==> config.mk <==
export PLATFORM = sky130hd
export DESIGN_NAME = clk_period_meter
export DESIGN_NICKNAME = d
export VERILOG_FILES = /design/src/rtl/clk_period_meter.sv
export SDC_FILE = /design/constraint.sdc
export NUM_CORES = 1
export LEC_CHECK = 0
export ABC_CLOCK_PERIOD_IN_PS = 2400
export CAP_MARGIN = 20
export CORE_UTILIZATION = 50
export DETAILED_ROUTE_END_ITERATION = 10
export PLACE_DENSITY = 0.75
export RECOVER_POWER = 25
export SLEW_MARGIN = 5
export SYNTH_ARGS = -nofsm -noshare
export SYNTH_HDL_FRONTEND = slang
export SYNTH_SLANG_ARGS = --single-unit
export TNS_END_PERCENT = 100
==> constraint.sdc <==
create_clock -name clk -period 2.4 [get_ports clk]
set_input_delay 0.72 -clock clk [delete_from_list [all_inputs] [get_ports clk]]
set_output_delay 0.72 -clock clk [all_outputs]
set_load 0.05 [all_outputs]
==> src/rtl/clk_period_meter.sv <==
// clk_period_meter: measures the period of a slow asynchronous square wave
// (sig_in) in clk cycles, flags lock after LOCK_N consecutive in-tolerance
// periods and pulses lost when no rising edge arrives within TIMEOUT cycles.
// One clock domain (clk); rst_n is asynchronous, active-low.
//
// Output handshake: period_valid is a single-cycle strobe with no ready
// return path. period_count, in_tol and locked are registered and become
// valid in the same cycle that period_valid is high. period_count then holds
// until the next capture. lost is an independent single-cycle strobe.
module clk_period_meter #(
  parameter int CNT_W      = 24,
  parameter int EXP_PERIOD = 500000,
  parameter int TOL        = 500,
  parameter int LOCK_N     = 4,
  parameter int TIMEOUT    = 1000000
) (
  input  logic             clk,
  input  logic             rst_n,
  input  logic             sig_in,
  output logic [CNT_W-1:0] period_count,
  output logic             period_valid,
  output logic             in_tol,
  output logic             locked,
  output logic             lost,
  output logic             state_o
);

  // SEEK waits for the first edge; MEASURE counts between edges.
  typedef enum logic {
    SEEK    = 1'b0,
    MEASURE = 1'b1
  } state_e;

  localparam int MW = $clog2(LOCK_N + 1);

  // Tolerance bounds and limits as constants of counter width.
  localparam logic [CNT_W-1:0] TOL_LO    = CNT_W'(EXP_PERIOD - TOL);
  localparam logic [CNT_W-1:0] TOL_HI    = CNT_W'(EXP_PERIOD + TOL);
  localparam logic [CNT_W-1:0] TIMEOUT_C = CNT_W'(TIMEOUT);
  localparam logic [CNT_W-1:0] CNT_ONE   = CNT_W'(1);
  localparam logic [MW-1:0]    LOCK_M    = MW'(LOCK_N);
  localparam logic [MW-1:0]    M_ONE     = MW'(1);

  // Synchroniser and edge-detect flops.
  logic s1_q, s2_q, s3_q;
  logic edge_p;

  // Measurement state.
  state_e           state_q;
  logic [CNT_W-1:0] count_q;
  logic [MW-1:0]    match_cnt_q;

  // Registered outputs.
  logic [CNT_W-1:0] period_count_q;
  logic             period_valid_q;
  logic             in_tol_q;
  logic             locked_q;
  logic             lost_q;

  // Next values used when a period is captured.
  logic             in_tol_d;
  logic [MW-1:0]    match_cnt_d;
  logic             locked_d;

  // Two-flop synchroniser followed by a delay flop for rising-edge detect.
  always_ff @(posedge clk or negedge rst_n) begin
    if (!rst_n) begin
      s1_q <= 1'b0;
      s2_q <= 1'b0;
      s3_q <= 1'b0;
    end else begin
      s1_q <= sig_in;
      s2_q <= s1_q;
      s3_q <= s2_q;
    end
  end

  assign edge_p = s2_q & ~s3_q;

  // Tolerance and lock evaluation of the period currently held in count_q.
  always_comb begin
    in_tol_d    = (count_q >= TOL_LO) && (count_q <= TOL_HI);
    match_cnt_d = '0;
    if (in_tol_d) begin
      if (match_cnt_q >= LOCK_M) begin
        match_cnt_d = LOCK_M;
      end else begin
        match_cnt_d = match_cnt_q + M_ONE;
      end
    end
    locked_d = (match_cnt_d == LOCK_M);
  end

  // Period FSM with registered outputs; an edge takes priority over timeout.
  always_ff @(posedge clk or negedge rst_n) begin
    if (!rst_n) begin
      state_q        <= SEEK;
      count_q        <= '0;
      match_cnt_q    <= '0;
      period_count_q <= '0;
      period_valid_q <= 1'b0;
      in_tol_q       <= 1'b0;
      locked_q       <= 1'b0;
      lost_q         <= 1'b0;
    end else begin
      period_valid_q <= 1'b0;
      lost_q         <= 1'b0;
      case (state_q)
        SEEK: begin
          if (edge_p) begin
            count_q <= CNT_ONE;
            state_q <= MEASURE;
          end else begin
            count_q <= '0;
          end
        end
        MEASURE: begin
          if (edge_p) begin
            period_count_q <= count_q;
            period_valid_q <= 1'b1;
            in_tol_q       <= in_tol_d;
            match_cnt_q    <= match_cnt_d;
            locked_q       <= locked_d;
            count_q        <= CNT_ONE;
          end else if (count_q == TIMEOUT_C) begin
            lost_q      <= 1'b1;
            locked_q    <= 1'b0;
            in_tol_q    <= 1'b0;
            match_cnt_q <= '0;
            count_q     <= '0;
            state_q     <= SEEK;
          end else begin
            count_q <= count_q + CNT_ONE;
          end
        end
        default: begin
          state_q <= SEEK;
          count_q <= '0;
        end
      endcase
    end
  end

  assign period_count = period_count_q;
  assign period_valid = period_valid_q;
  assign in_tol       = in_tol_q;
  assign locked       = locked_q;
  assign lost         = lost_q;
  assign state_o      = state_q;

endmodule

==> results.txt, run 1 <==
Placement-stage worst setup slack: 0.218 ns
Detail Route Antenna Nets: 0
Maximum number of pins on one net before global-route repair: 60
# port buffers: 31
Global-route wire length before repair: 8.27 mm
Overall track demand over capacity in global routing: 20.6%
Mapped Avg Cell Area: 11.2 um2
Clock root buffer master: sky130_fd_sc_hd__clkbuf_8
Total of max-cap violations: 0
Number of library cell types mapped by synthesis: 44
Worst-path cell chain: clkdlybuf4s50_1
Number of hold buffers added after cts: 0
Power density of the placed cells: 724 nW/um2
HPWL Detailed: 3.16 mm
Global Route met3 Usage: 6.35%
DRC: 0
Detailed Routing Iterations Pass 1: 4
Cell area after placement: 3080 um2
I/O Pins: 32
Most common flop cell mapped by yosys: sky130_fd_sc_hd__dfrtp_1
Worst path arrival time: 1.59 ns
M2 GR Usage: 30.3%
Leakage: 1.48 nW
Floorplan Core Area: 5140 um2
Critical path origin: state_o$_DFF_PN0_
DRT Wirelength: 4.91 mm
Antenna violations before repair: 0
Crit path largest cell delay: 0.83 ns
DIE AREA: 5670 um2
Min-Delay Startpoint: s1_q$_DFF_PN0_
Number of nets in the final layout: 280
Global placement routability congestion: 0.898
Post-Syn Instances: 239
Antenna cell count: 0
Number of synthesized flops with an enable pin: 0
Critical Path Start Type: register
Initial core utilization: 52.3%
H-tree levels: 3
Slowest stage cell, crit path: sky130_fd_sc_hd__clkdlybuf4s50_1
Placement row count: 26
Buf+Inv Stages, Crit Path: 1
Status: complete, no violations
PnR Total Power: 2.36 mW
Worst rel slew slack: 6.78%
Chip width: 75.3 um
Reg-to-reg startpoint: count_q[0]$_DFF_PN0_
Cell area after synthesis: 2690 um2
CTS-repair resized insts: 0
RSZ-0062 raised after global routing: false
Family of cells with the greatest summed delay on the critical path: buffers and inverters
Net Count, Synth: 246
Number of global-route vias before repair: 1,729
Final cycle utilization of the critical path: 96.4%
Postcts setup bufs: 0
Max-slew violation count: 0
Total negative slack: 0 ns
Multi-input logic area: 1100 um2
Hold/Removal Path Class: register to register
Reg area: 1480 um2
Routed via count: 1,853
Number of setup violations in the final report: 0
Synthesis Warnings: 0
Element type at the critical path end: primary output
Clock buffers created by TritonCTS: 9
Filler instances: 437
Peak clock frequency supported by timing: 0.432 GHz
Flops & latches, synth: 59
Final cell area excluding filler cells: 3260 um2
Critical path start-end classification: register to primary output
CTS tree: built
Min cycle time layout: 2.31 ns
Ratio of routed vias to standard cells: 5.34
Highest ir drop seen on vdd: 0.415 mV
Height of the die: 75.3 um
Fraction of final layout cells sized beyond drive strength 1: 17.0%
Fin Clk Skew: 0.00945 ns
Asr flop ratio synth: 100%
Clock Pin Slew Worst Setup and Hold Paths: 0.06 ns
Synthesis-to-layout area growth: 21.3%
Maximum net fanout on the critical path: 6
Total global routing overflow: 0
Latest clock arrival within the worst-skew pair: 0.33 ns
Req. time, crit path: 1.68 ns
Average wire per cell in the routed design: 14.2 um
Worst-case setup margin in the final layout: 0.0867 ns
Worst slew pin tran: 1.40 ns
Maximum clock insertion buffer count: 2
Clock Sink Count: 59
Count of final hold-check violations: 0
DRT iter0 DRCs: 128
Peak-usage layer in the global routing report: met2
Met1 GRT Util: 27.9%
Sequential element share of the synthesized area: 55.0%
layer usage:
| metal | part of all wire [%] | wire length (um) |
|---|---|---|
| met5 | 0 | 0 |
| met4 | 1.4 | 70 |
| met3 | 5.3 | 260 |
| met2 | 47 | 2310 |
| met1 | 46 | 2280 |
worst register-to-register path: stages, from the launching register on:
cell and delay (ns):
sky130_fd_sc_hd__dfrtp_1 0.42, sky130_fd_sc_hd__inv_1 0.07, sky130_fd_sc_hd__ha_1 0.13, sky130_fd_sc_hd__or4b_4 0.45
sky130_fd_sc_hd__or4_4 0.52, sky130_fd_sc_hd__a21bo_1 0.24, sky130_fd_sc_hd__a22o_1 0.24
layout by cell type, fill, tap and decap left out, types with 3 or more instances in the layout:
| cell | synthesis | final |
|---|---|---|
| sky130_fd_sc_hd__and3_1 | 4 | 4 |
| sky130_fd_sc_hd__nor4b_1 | 3 | 3 |
| sky130_fd_sc_hd__mux2_2 | 24 | 24 |
| sky130_fd_sc_hd__xnor2_1 | 17 | 17 |
| sky130_fd_sc_hd__a21o_1 | 3 | 3 |
| sky130_fd_sc_hd__nor2_1 | 33 | 33 |
| sky130_fd_sc_hd__clkbuf_8 | 0 | 11 |
| sky130_fd_sc_hd__nor3_1 | 11 | 11 |
| sky130_fd_sc_hd__nand3_1 | 7 | 7 |
| sky130_fd_sc_hd__clkdlybuf4s50_1 | 0 | 30 |
| sky130_fd_sc_hd__nand2_1 | 11 | 11 |
| sky130_fd_sc_hd__buf_4 | 2 | 4 |
| sky130_fd_sc_hd__nand4_1 | 6 | 6 |
| sky130_fd_sc_hd__xor2_1 | 5 | 5 |
| sky130_fd_sc_hd__dfrtp_1 | 59 | 59 |
| sky130_fd_sc_hd__inv_1 | 11 | 11 |
| sky130_fd_sc_hd__ha_1 | 4 | 4 |
power by group:
part           internal [mW]  total [mW]  switching, mW
logic                  0.134       0.350          0.216
registers               1.05        1.12         0.0662
clock network          0.529       0.889          0.359
area by class of cell:
| class | count | area share, % |
|---|---|---|
| Multi-Input combinational cell | 155 | 33.7 |
| Clock inverter | 2 | 1.08 |
| Clock buffer | 13 | 4.88 |
| Timing Repair Buffer | 37 | 11.1 |
| Inverter | 11 | 1.27 |
| Sequential cell | 59 | 45.3 |
| Tap cell | 70 | 2.69 |
synthesized netlist by cell type, types with 2 or more instances:
master,count,area share [%]
sky130_fd_sc_hd__a21o_1,3,0.84
sky130_fd_sc_hd__a22o_1,2,0.65
sky130_fd_sc_hd__and3_1,4,0.93
sky130_fd_sc_hd__buf_1,2,0.28
sky130_fd_sc_hd__buf_4,2,0.56
sky130_fd_sc_hd__clkbuf_1,7,0.98
sky130_fd_sc_hd__dfrtp_1,59,55
sky130_fd_sc_hd__ha_1,4,1.9
sky130_fd_sc_hd__inv_1,11,1.5
sky130_fd_sc_hd__mux2_2,24,10
sky130_fd_sc_hd__nand2_1,11,1.5
sky130_fd_sc_hd__nand3_1,7,1.3
sky130_fd_sc_hd__nand4_1,6,1.4
sky130_fd_sc_hd__nor2_1,33,4.6
sky130_fd_sc_hd__nor3_1,11,2.0
sky130_fd_sc_hd__nor4b_1,3,0.98
sky130_fd_sc_hd__o2111ai_1,2,0.65
sky130_fd_sc_hd__o21a_1,2,0.56
sky130_fd_sc_hd__xnor2_1,17,5.5
sky130_fd_sc_hd__xor2_1,5,1.6
path summary, 6_finish.rpt:
path	to	slack, ns	depth (start not counted)
worst max register to register	locked$_DFFE_PN0P_	0.22	6
worst min-delay path	s2_q$_DFF_PN0_	0.37	0
min in group asynchronous	locked$_DFFE_PN0P_	0.79	2
worst min register to register	s2_q$_DFF_PN0_	0.37	0
worst max-delay path	state_o	0.09	1
max in group asynchronous	count_q[7]$_DFF_PN0_	0.77	2
per-stage QoR:
step / hold slack, ns / utilization [%] / instances
6_report: 0.374 / 63.4 / 347
5_1_grt: 0.384 / 63.4 / 347
4_1_cts: 0.381 / 63.7 / 347
3_5_place_dp: 0.367 / 59.9 / 332
3_3_place_gp: 0.331 / 59.9 / 332
2_1_floorplan: 0.331 / - / 239
cell families (layout without fill, tap and decap cells):
family | count (synthesis) | count (layout) | synth area share (%)
and+or+nand+nor | 87 | 87 | 16.5
DFF | 59 | 59 | 55.0
buffers and inverters | 25 | 63 | 4.15
muxes | 24 | 24 | 10.1
xor gates and xnor gates | 22 | 22 | 7.17
AOI/OAI and AO/OA | 18 | 18 | 5.31
adders and majority gates | 4 | 4 | 1.86
registers in the layout, indices dropped and copies added, names as in the netlist:
name,count
count_q,24
period_count,24
match_cnt_q,3
in_tol,1
locked,1
lost,1
period_valid,1
s1_q,1
s2_q,1
s3_q,1
state_o,1
Power figures use the tool's default switching activity.
==> inputs of run 2 (changes only) <==
--- a/config.mk
+++ b/config.mk
@@ -5,11 +5,13 @@
 export SDC_FILE = /design/constraint.sdc
 export NUM_CORES = 1
 export LEC_CHECK = 0
+export ABC_AREA = 1
 export ABC_CLOCK_PERIOD_IN_PS = 2400
 export CAP_MARGIN = 20
 export CORE_UTILIZATION = 50
 export DETAILED_ROUTE_END_ITERATION = 10
-export PLACE_DENSITY = 0.75
+export HOLD_SLACK_MARGIN = 0.1
+export PLACE_DENSITY = 0.74
 export RECOVER_POWER = 25
 export SLEW_MARGIN = 5
 export SYNTH_ARGS = -nofsm -noshare
==> run 2 against run 1 <==
Combinational power is 4% lower. Count of clock-buffer cells in the layout down 2. Design area increased by 9.1%. Setup slack improved by 0.038 ns.
==> results.txt, run 2 <==
Synthesis-to-layout area growth: 18.3% (was 21.3%)
Asr flop ratio synth: 100% (unchanged)
DRT iter0 DRCs: 147 (was 128)
Multi-input logic area: 1290 um2 (was 1100 um2)
Status: complete, no violations (unchanged)
Register-to-Register Path Depth: 6 (unchanged)
Post-synth top cells: 95 x sky130_fd_sc_hd__nand2_1, 59 x sky130_fd_sc_hd__dfrtp_1, 48 x sky130_fd_sc_hd__nor2_1, 43 x sky130_fd_sc_hd__inv_1, 25 x sky130_fd_sc_hd__nand3_1 (was 59 x sky130_fd_sc_hd__dfrtp_1, 33 x sky130_fd_sc_hd__nor2_1, 24 x sky130_fd_sc_hd__mux2_2, 17 x sky130_fd_sc_hd__xnor2_1)
Number of nets in the final layout: 417 (was 280)
Hold path endpoint: s2_q$_DFF_PN0_ (unchanged)
Max-slew violation count: 0 (unchanged)
Fraction of final layout cells sized beyond drive strength 1: 9.88% (was 17.0%)
Critical Path Start Type: register (unchanged)
Detail Route Antenna Nets: 0 (unchanged)
H-tree levels: 3 (unchanged)
Flops & latches, synth: 59 (unchanged)
Share of the synthesized area in the top cell type: 49.1% (was 55.0%)
Number of library cell types mapped by synthesis: 30 (was 44)
Most repeated cell in the gate-level netlist after synthesis: sky130_fd_sc_hd__nand2_1 (was sky130_fd_sc_hd__dfrtp_1)
Total global routing overflow: 0 (unchanged)
Hold/Removal Path Class: register to register (unchanged)
Worst hold stages: 0 (unchanged)
Maximum clock insertion buffer count: 2 (unchanged)
Req. time, crit path: 1.68 ns (about the same)
Reg area: 1480 um2 (unchanged)
Cell area after synthesis: 3010 um2 (was 2690 um2)
Latest clock arrival within the worst-skew pair: 0.33 ns (about the same)
Commonest cells after routing, fill and taps aside: 95 x sky130_fd_sc_hd__nand2_1, 59 x sky130_fd_sc_hd__dfrtp_1, 49 x sky130_fd_sc_hd__nor2_1 (was 59 x sky130_fd_sc_hd__dfrtp_1, 33 x sky130_fd_sc_hd__nor2_1, 30 x sky130_fd_sc_hd__clkdlybuf4s50_1)
Height of the die: 79.5 um (was 75.3 um)
DRT Wirelength: 6.76 mm (was 4.91 mm)
Clock Sink Count: 59 (unchanged)
Overall track demand over capacity in global routing: 24.4% (was 20.6%)
Filler instances: 489 (was 437)
Mapped Avg Cell Area: 8.04 um2 (was 11.2 um2)
Clock buffers created by TritonCTS: 9 (unchanged)
Sequential element share of the synthesized area: 49.1% (was 55.0%)
RSZ-0062 raised after global routing: false (unchanged)
Maximum number of pins on one net before global-route repair: 50 (was 60)
Net Count, Synth: 381 (was 246)
CTS-repair resized insts: 0 (unchanged)
Routed via count: 2,519 (was 1,853)
Clock root buffer master: sky130_fd_sc_hd__clkbuf_8 (unchanged)
DRC: 0 (unchanged)
Family of cells with the greatest summed delay on the critical path: buffers and inverters (unchanged)
Post-Syn Instances: 374 (was 239)
Detailed Routing Iterations Pass 1: 4 (unchanged)
Fin Clk Skew: 0.00923 ns (was 0.00945 ns)
Floorplan Core Area: 5640 um2 (was 5140 um2)
Total negative slack: 0 ns (unchanged)
Worst path arrival time: 1.55 ns (was 1.59 ns)
Global placement routability congestion: 0.962 (was 0.898)
Critical path start-end classification: register to primary output (unchanged)
DIE AREA: 6330 um2 (was 5670 um2)
Average wire per cell in the routed design: 13.9 um (was 14.2 um)
Ratio of routed vias to standard cells: 5.17 (was 5.34)
Postcts setup bufs: 0 (unchanged)
Placement row count: 27 (was 26)
Number of setup violations in the final report: 0 (unchanged)
Worst-path cell chain: clkdlybuf4s50_1 (unchanged)
Initial core utilization: 53.3% (was 52.3%)
Chip width: 79.5 um (was 75.3 um)
Highest ir drop seen on vdd: 0.476 mV (was 0.415 mV)
Clock Pin Slew Worst Setup and Hold Paths: 0.07 ns (was 0.06 ns)
Final cell count without fillers: 487 (was 347)
Most common flop cell mapped by yosys: sky130_fd_sc_hd__dfrtp_1 (unchanged)
Buf+Inv Stages, Crit Path: 1 (unchanged)
Worst rel slew slack: 9.96% (was 6.78%)
Antenna cell count: 0 (unchanged)
Min-Delay Startpoint: s1_q$_DFF_PN0_ (unchanged)
I/O Pins: 32 (unchanged)
Min cycle time layout: 2.27 ns (was 2.31 ns)
Leakage: 1.67 nW (was 1.48 nW)
Number of hold buffers added after cts: 0 (unchanged)
Slowest stage cell, crit path: sky130_fd_sc_hd__clkdlybuf4s50_1 (unchanged)
Global-route wire length before repair: 11.5 mm (was 8.27 mm)
Antenna violations before repair: 0 (unchanged)
Largest cells by area after synthesis: sky130_fd_sc_hd__dfrtp_1 49%, sky130_fd_sc_hd__nand2_1 12%, sky130_fd_sc_hd__nor2_1 6.0% (was sky130_fd_sc_hd__dfrtp_1 55%, sky130_fd_sc_hd__mux2_2 10%, sky130_fd_sc_hd__xnor2_1 5.5%)
Total of max-cap violations: 0 (unchanged)
HPWL Detailed: 5.03 mm (was 3.16 mm)
Final cycle utilization of the critical path: 94.8% (was 96.4%)
# port buffers: 31 (unchanged)
Count of final hold-check violations: 0 (unchanged)
Maximum net fanout on the critical path: 4 (was 6)
Worst slew pin tran: 1.35 ns (was 1.40 ns)
Element type at the critical path end: primary output (unchanged)
Worst reg2reg path endpoint: period_count[7]$_DFFE_PN0P_ (was locked$_DFFE_PN0P_)
Cell count after placement: 471 (was 332)
Peak clock frequency supported by timing: 0.440 GHz (was 0.432 GHz)
Crit path largest cell delay: 0.83 ns (about the same)
Most common cell after layout, fill and taps aside: sky130_fd_sc_hd__nand2_1 (was sky130_fd_sc_hd__dfrtp_1)
Reg-to-reg setup timing slack: 0.35 ns (was 0.22 ns)
Power density of the placed cells: 658 nW/um2 (was 724 nW/um2)
Number of global-route vias before repair: 2,377 (was 1,729)
Cell type with the highest aggregate area in the netlist: sky130_fd_sc_hd__dfrtp_1 (unchanged)
Reg-to-reg startpoint: s3_q$_DFF_PN0_ (was count_q[0]$_DFF_PN0_)
CTS tree: built (unchanged)
Synthesis Warnings: 0 (unchanged)
Number of synthesized flops with an enable pin: 0 (unchanged)
## run 2: changes by cell type after synthesis, moves of 4 or more
cell and change:
sky130_fd_sc_hd__inv_1 +32, sky130_fd_sc_hd__nor2_1 +15, sky130_fd_sc_hd__mux2_2 -24, sky130_fd_sc_hd__inv_2 +6
sky130_fd_sc_hd__nand3_1 +18, sky130_fd_sc_hd__nor2_4 +6, sky130_fd_sc_hd__o21ai_0 +23, sky130_fd_sc_hd__nor4_1 +5
sky130_fd_sc_hd__and3_1 -4, sky130_fd_sc_hd__nand2_1 +84, sky130_fd_sc_hd__xnor2_1 -16, sky130_fd_sc_hd__clkbuf_1 -4
## run 2: through the flow
| step | area (um2) | total power, mW | setup WS (ns) | util (%) | hold WS (ns) |
|---|---|---|---|---|---|
| after floorplan | 3010 | 1.37 | 0.697 | - | 0.331 |
| after global placement | 3380 | 1.47 | 0.504 | 60.0 | 0.335 |
| after detailed placement | 3380 | 1.48 | 0.484 | 60.0 | 0.346 |
| after CTS | 3580 | 2.36 | 0.112 | 63.4 | 0.361 |
| after global routing | 3560 | 2.46 | 0.0836 | 63.0 | 0.365 |
| final | 3560 | 2.34 | 0.125 | 63.0 | 0.355 |
## run 2: logic make-up after synthesis
| group | after synthesis | synth area share [%] |
|---|---|---|
| and+or+nand+nor | 215 | 34.2 |
| adders and majority gates | 4 | 1.67 |
| xor gates and xnor gates | 7 | 2.04 |
| buffers and inverters | 57 | 7.62 |
| AOI/OAI and AO/OA | 32 | 5.37 |
| DFF | 59 | 49.1 |
## run 2: per-layer routing
metal	GRT usage [%]	vias to the layer above	wire length, um
met5	0	-	0
met4	9.82	0	127
met3	6.63	12	399
met2	34.9	73	3010
met1	34.7	1171	3220
li1	-	1263	-
## run 2: how the worst max path moves through the flow
stage	to	start	cells past startpoint	slack [ns]
2_1_floorplan	in_tol$_DFFE_PN0P_	state_o$_DFF_PN0_	7	0.70
3_3_place_gp	state_o	state_o$_DFF_PN0_	1	0.50
3_5_place_dp	state_o	state_o$_DFF_PN0_	1	0.48
4_1_cts	state_o	state_o$_DFF_PN0_	1	0.11
5_1_grt	count_q[14]$_DFF_PN0_	rst_n	2	0.08
6_report	state_o	state_o$_DFF_PN0_	1	0.13
## run 2: cell type report
cell class / instances / area share [%]
clock buffer: 11 / 3.98
clock inverter: 5 / 1.48
inverter: 49 / 5.17
multi-input combinational: 258 / 36.3
sequential: 59 / 41.5
tap: 72 / 2.53
timing repair buffer: 33 / 8.97
## run 2: where the power goes
part	total [mW]	switching, mW	internal [mW]	leakage, nW
Clock	0.888	0.386	0.502	0.0991
Sequential	1.12	0.0657	1.05	0.801
Combinational	0.337	0.230	0.107	0.768
==> inputs of run 3 (changes only) <==
--- a/config.mk
+++ b/config.mk
@@ -13,6 +13,7 @@
 export HOLD_SLACK_MARGIN = 0.1
 export PLACE_DENSITY = 0.74
 export RECOVER_POWER = 25
+export SKIP_CTS_REPAIR_TIMING = 1
 export SLEW_MARGIN = 5
 export SYNTH_ARGS = -nofsm -noshare
 export SYNTH_HDL_FRONTEND = slang
==> results of run 3 <==
No change in the layout: final DEF, timing and power equal those of run 2.
